$ cat src/rtl/pass_seq_pkg.sv
// Shared state codes for the training-pass sequencer and its debug mux.
package pass_seq_pkg;

  localparam int         ST_W    = 3;
  localparam logic [2:0] ST_IDLE = 3'd0;
  localparam logic [2:0] ST_FWD  = 3'd1;
  localparam logic [2:0] ST_BWD  = 3'd2;
  localparam logic [2:0] ST_DONE = 3'd3;
  localparam logic [2:0] ST_ERR  = 3'd4;

endpackage

$ cat src/rtl/pass_seq_wdt.sv
// Per-pass watchdog: saturating cycle counter with clear/enable and an expired flag.
module pass_seq_wdt #(
  parameter int LIMIT = 1024
) (
  input  logic clk_i,
  input  logic rst_i,
  input  logic en_i,
  input  logic clr_i,
  input  logic cnt_en_i,
  output logic expired_o
);

  localparam int CNT_W = $clog2(LIMIT + 1);

  logic [CNT_W-1:0] r_cnt;

  // Flag one count early so the owner leaves on the edge the count would hit LIMIT.
  assign expired_o = (r_cnt >= CNT_W'(LIMIT - 1));

  always_ff @(posedge clk_i) begin
    if (rst_i) begin
      r_cnt <= '0;
    end else if (en_i) begin
      if (clr_i)
        r_cnt <= '0;
      else if (cnt_en_i && !expired_o)
        r_cnt <= r_cnt + 1'b1;
    end
  end

endmodule

$ cat src/rtl/pass_seq.sv
// Training-pass sequencer: forward layers ascending, backward descending, per epoch.
// Optional per-pass watchdog enabled by defining PASS_SEQ_WDT_EN.
module pass_seq
  import pass_seq_pkg::*;
#(
  parameter  int NUM_LAYERS  = 2,
  parameter  int EPOCH_W     = 8,
  parameter  int TIMEOUT_CYC = 1024,
  localparam int LAYER_W     = (NUM_LAYERS > 1) ? $clog2(NUM_LAYERS) : 1
) (
  input  logic               clk_i,
  input  logic               rst_i,
  input  logic               en_i,
  input  logic               start_i,
  input  logic [EPOCH_W-1:0] epochs_i,
  input  logic               pass_done_i,
  input  logic               abort_i,
  input  logic               ack_i,
  output logic               fwd_o,
  output logic               bwd_o,
  output logic [LAYER_W-1:0] layer_o,
  output logic [EPOCH_W-1:0] epoch_o,
  output logic               busy_o,
  output logic               done_o,
  output logic               err_o,
  output logic [ST_W-1:0]    state_o
);

  logic [ST_W-1:0]    r_state;
  logic [LAYER_W-1:0] r_layer;
  logic [EPOCH_W-1:0] r_epoch;
  logic [EPOCH_W-1:0] r_epochs;

  logic w_busy;
  logic w_last_layer;
  logic w_last_epoch;
  logic w_wdt_exp;

  assign w_busy       = (r_state == ST_FWD) || (r_state == ST_BWD);
  assign w_last_layer = (r_layer == LAYER_W'(NUM_LAYERS - 1));
  assign w_last_epoch = (r_epoch == (r_epochs - EPOCH_W'(1)));

`ifdef PASS_SEQ_WDT_EN
  logic w_wdt_clr;

  // Held clear outside FWD/BWD so every pass entry starts from zero.
  assign w_wdt_clr = !w_busy || pass_done_i;

  pass_seq_wdt #(
    .LIMIT (TIMEOUT_CYC)
  ) u_wdt (
    .clk_i     (clk_i),
    .rst_i     (rst_i),
    .en_i      (en_i),
    .clr_i     (w_wdt_clr),
    .cnt_en_i  (w_busy),
    .expired_o (w_wdt_exp)
  );
`else
  assign w_wdt_exp = 1'b0;
`endif

  always_ff @(posedge clk_i) begin
    if (rst_i) begin
      r_state  <= ST_IDLE;
      r_layer  <= '0;
      r_epoch  <= '0;
      r_epochs <= '0;
    end else if (en_i) begin
      if (abort_i) begin
        r_state <= ST_IDLE;
        r_layer <= '0;
        r_epoch <= '0;
      end else begin
        case (r_state)
          ST_IDLE: if (start_i) begin
            r_epochs <= epochs_i;
            r_layer  <= '0;
            r_epoch  <= '0;
            r_state  <= (epochs_i == '0) ? ST_DONE : ST_FWD;
          end
          ST_FWD: begin
            if (w_wdt_exp)
              r_state <= ST_ERR;
            else if (pass_done_i) begin
              if (w_last_layer) r_state <= ST_BWD;
              else              r_layer <= r_layer + 1'b1;
            end
          end
          ST_BWD: begin
            if (w_wdt_exp)
              r_state <= ST_ERR;
            else if (pass_done_i) begin
              if (r_layer != '0)
                r_layer <= r_layer - 1'b1;
              else if (w_last_epoch)
                r_state <= ST_DONE;
              else begin
                r_epoch <= r_epoch + 1'b1;
                r_state <= ST_FWD;
              end
            end
          end
          ST_DONE: if (ack_i) begin
            r_state <= ST_IDLE;
            r_layer <= '0;
            r_epoch <= '0;
          end
`ifdef PASS_SEQ_WDT_EN
          ST_ERR: ;
`endif
          default: begin
            r_state <= ST_IDLE;
            r_layer <= '0;
            r_epoch <= '0;
          end
        endcase
      end
    end
  end

  assign fwd_o   = (r_state == ST_FWD);
  assign bwd_o   = (r_state == ST_BWD);
  assign busy_o  = w_busy;
  assign done_o  = (r_state == ST_DONE);
`ifdef PASS_SEQ_WDT_EN
  assign err_o   = (r_state == ST_ERR);
`else
  assign err_o   = 1'b0;
`endif
  assign layer_o = r_layer;
  assign epoch_o = r_epoch;
  assign state_o = r_state;

endmodule

$ cat config.mk
export PLATFORM = sky130hd
export DESIGN_NAME = pass_seq
export DESIGN_NICKNAME = d
export VERILOG_FILES = /design/src/rtl/pass_seq_pkg.sv /design/src/rtl/pass_seq_wdt.sv /design/src/rtl/pass_seq.sv
export SDC_FILE = /design/constraint.sdc
export NUM_CORES = 1
export LEC_CHECK = 0
export BUFFER_PORTS_ARGS = -buffer_cell sky130_fd_sc_hd__buf_2
export CAP_MARGIN = 5
export CORE_MARGIN = 2
export CORE_UTILIZATION = 56
export CTS_CLUSTER_SIZE = 12
export DETAILED_ROUTE_END_ITERATION = 8
export GPL_TIMING_DRIVEN = 1
export MAX_ROUTING_LAYER = met4
export PLACE_DENSITY_LB_ADDON = 0.1
export SYNTH_ARGS = -nofsm -noshare
export SYNTH_HDL_FRONTEND = slang
export SYNTH_HIERARCHICAL = 1
export SYNTH_SLANG_ARGS = --single-unit
export TNS_END_PERCENT = 30
$ cat constraint.sdc
create_clock -name clk_i -period 4.6 [get_ports clk_i]
set_clock_uncertainty 0.15 [all_clocks]
set_input_delay 0.69 -clock clk_i [delete_from_list [all_inputs] [get_ports clk_i]]
set_output_delay 0.69 -clock clk_i [all_outputs]
set_load 0.05 [all_outputs]
==> run metrics <==
CTS tree=built; hold_buf cts=0; Synth Area in Compound Gates=about a quarter; worst reg2reg startpoint=r_epochs[2]$_SDFFE_PP0P_; H-tree Lvls=1; met2 usage in global routing=around half; post-route ant nets=0; Total GRT Usage=28.03%; Arrival @ worst endpoint=2.59 ns; Worst Hold Class=flop to flop; Die Footprint=2684 um2; cells after synthesis=167; worst-skew pair later-pin latency=0.29 ns; area of the multi-input gates=839.6 um2; DRT Pass-1 Iters=4; clock root cell=clkbuf_4; Hold Startpoint=r_epochs[7]$_SDFFE_PP0P_; Slew headroom=51.85%; total I/O pin count=32; largest area contributor in the netlist=dfxtp_1; post-synthesis register bit count=19; CORE AREA=2191 um2; drt wl/cell=14.23 um; Worst setup SP type=flop; FMAX=~400 MHz; synthesized area=1280 um2; GP Congestion=0.8838; Avg Inst Size Synth=7.665 um2; setup bufs post-CTS=0; Worst Tran Pin Value=0.7167 ns; DR vias/cell=6.009; TritonCTS Sinks=19; grt met3 use=2.874%; Reg clk slew, reported paths=0.11 ns; Seq/Total Area, Yosys=a little under 30%; Initial Utilization=58.42%; Synth Area in Simple Gates=27.08%; final hold violation count=0; most frequently used cell type in the post-synthesis netlist=nand2_1; largest family of logic cells by synthesized area=simple AND/OR/NAND/NOR gates; Most used DFF post-synth=dfxtp_1; # rows=17; EDFF count, synth=0; ratio of cells with drive above 1 in the final layout=21.24%; CP max FO=8; Synth top cells by count=25 x nand2_1, 19 x dfxtp_1, 13 x nand3_1; M1 GR Usage=a little over a third; Yosys top cell area share=29.72%; Period minus WS final=2.506 ns; largest cells by area after synthesis=dfxtp_1 30%, nand2_1 7.3%, ha_1 5.9%; synth warn=6; area grow syn2layout=13.20%; Register-to-Register Path Depth=6; first-pass GRT wire length=~5.6 mm; unrepaired setup endpoints after global routing=false; Layout Nets=215; DP Wirelength=roughly 2.4 mm; Overflow after GRT=0; DR DRC count=0; die height=51.81 um; asr flop ratio synth=0%; Min-Delay Path Depth=2; post_cts resized=0; worst setup path start=r_epochs[2]$_SDFFE_PP0P_; DR vias=1,328; number of I/O port buffers=29; CTS Buf Count=3; Final setup viols=0; final slew viol count=0; die width=between 50 and 60 um; Storage cell area=380.4 um2; worst ir drop on vdd=158.7 uV; Data required, critical path=approximately 4.7 ns; Max-Cap Viols=0; PwrDens=approximately 230 nW/um2; status=complete, no violations; busiest layer in global routing=met2; final worst slack=2.094 ns; Setup CP Type=flop to flop; Initial DRC Count=32; Clock Tree Buf Depth=2; WL final=3.144 mm; Setup TNS Final=0 ns; number of global-route vias before repair=1,241; Crit. End Element=flop; Adder-Cell Fraction of Synth Area=5.865%; final period utilization=54.47%; count of cell types in the netlist=42; xor/xnor cell area share of the yosys netlist=8.113%; fill count=217; largest net degree at the start of global routing=20; antenna violations before repair=0; mux contribution to synthesized area=0%; Setup WS pre-CTS=2.125 ns; antenna cells=0; P_leak=0.0005806 uW
==> report_power, final <==
part | switching, uW | internal, uW
registers | 4.36 | 168
clock network | 51.3 | 33.7
logic | 45.7 | 24.6
total | 101 | 226
==> routing by layer <==
metal | up-vias | share of wire (%)
li1 | 656 | -
met1 | 628 | 45
met2 | 42 | 50
met3 | 2 | 4.8
met4 | 0 | 0.54
met5 | - | 0
==> area by class of cell <==
cell class,count,share of cell area (%)
flip-flops and latches,19,26.25
inverters,6,1.554
clock buffers,4,1.813
multi-input cells,135,57.94
well taps,28,2.418
repair buffers,29,10.02
==> cell usage in the layout, fill, tap and decap left out, types with 2 or more instances in the layout <==
cell type	instances
a211oi_1	2
a21oi_1	12
a311oi_1	2
a31oi_1	8
buf_2	29
clkbuf_4	3
conb_1	2
dfxtp_1	19
ha_1	6
inv_1	6
nand2_1	25
nand2b_1	2
nand3_1	13
nand3b_1	2
nor2_1	10
nor3_1	3
o211ai_1	7
o21ai_0	5
or2_2	3
or3_1	4
xnor2_1	7
xor2_1	3
==> worst max-delay path, cell delays in order (launching register included) <==
cell and delay, ns:
dfxtp_1 0.38, or3_1 0.42, or4_1 0.47, xnor2_2 0.24, nand4_2 0.23, a2111o_1 0.44
a21oi_2 0.12
==> cell families after synthesis <==
group           Yosys count
compound gates           46
xor+xnor                 11
fa+ha+maj                 6
flops                    19
buf+inv                  14
simple gates             70
other cells               1
==> metrics by stage <==
| stage | area (um2) | utilization [%] | power, uW | cells | hold WS [ns] |
|---|---|---|---|---|---|
| 5_1_grt | 1449 | 66.13 | 346.0 | 221 | 0.3692 |
| 3_3_place_gp | 1423 | 64.93 | 243.1 | 217 | 0.3099 |
| 3_5_place_dp | 1423 | 64.93 | 245.9 | 217 | 0.3278 |
| 6_report | 1449 | 66.13 | 327.6 | 221 | 0.3437 |
| 2_1_floorplan | 1284 | - | 229.4 | 168 | 0.2988 |
| 4_1_cts | 1449 | 66.13 | 330.1 | 221 | 0.3435 |
==> state kept, by name (all words and copies together), names as in the netlist <==
name / flops
epoch_o: 8
r_epochs: 8
state_o: 2
layer_o: 1
==> final timing paths <==
path	to	slack (ns)
worst max-delay path	state_o[1]$_SDFFE_PP0P_	2.09
worst min-delay path	r_epochs[7]$_SDFFE_PP0P_	0.34
worst max register to register	state_o[1]$_SDFFE_PP0P_	2.09
worst min register to register	r_epochs[7]$_SDFFE_PP0P_	0.34
Power figures use the tool's default switching activity.
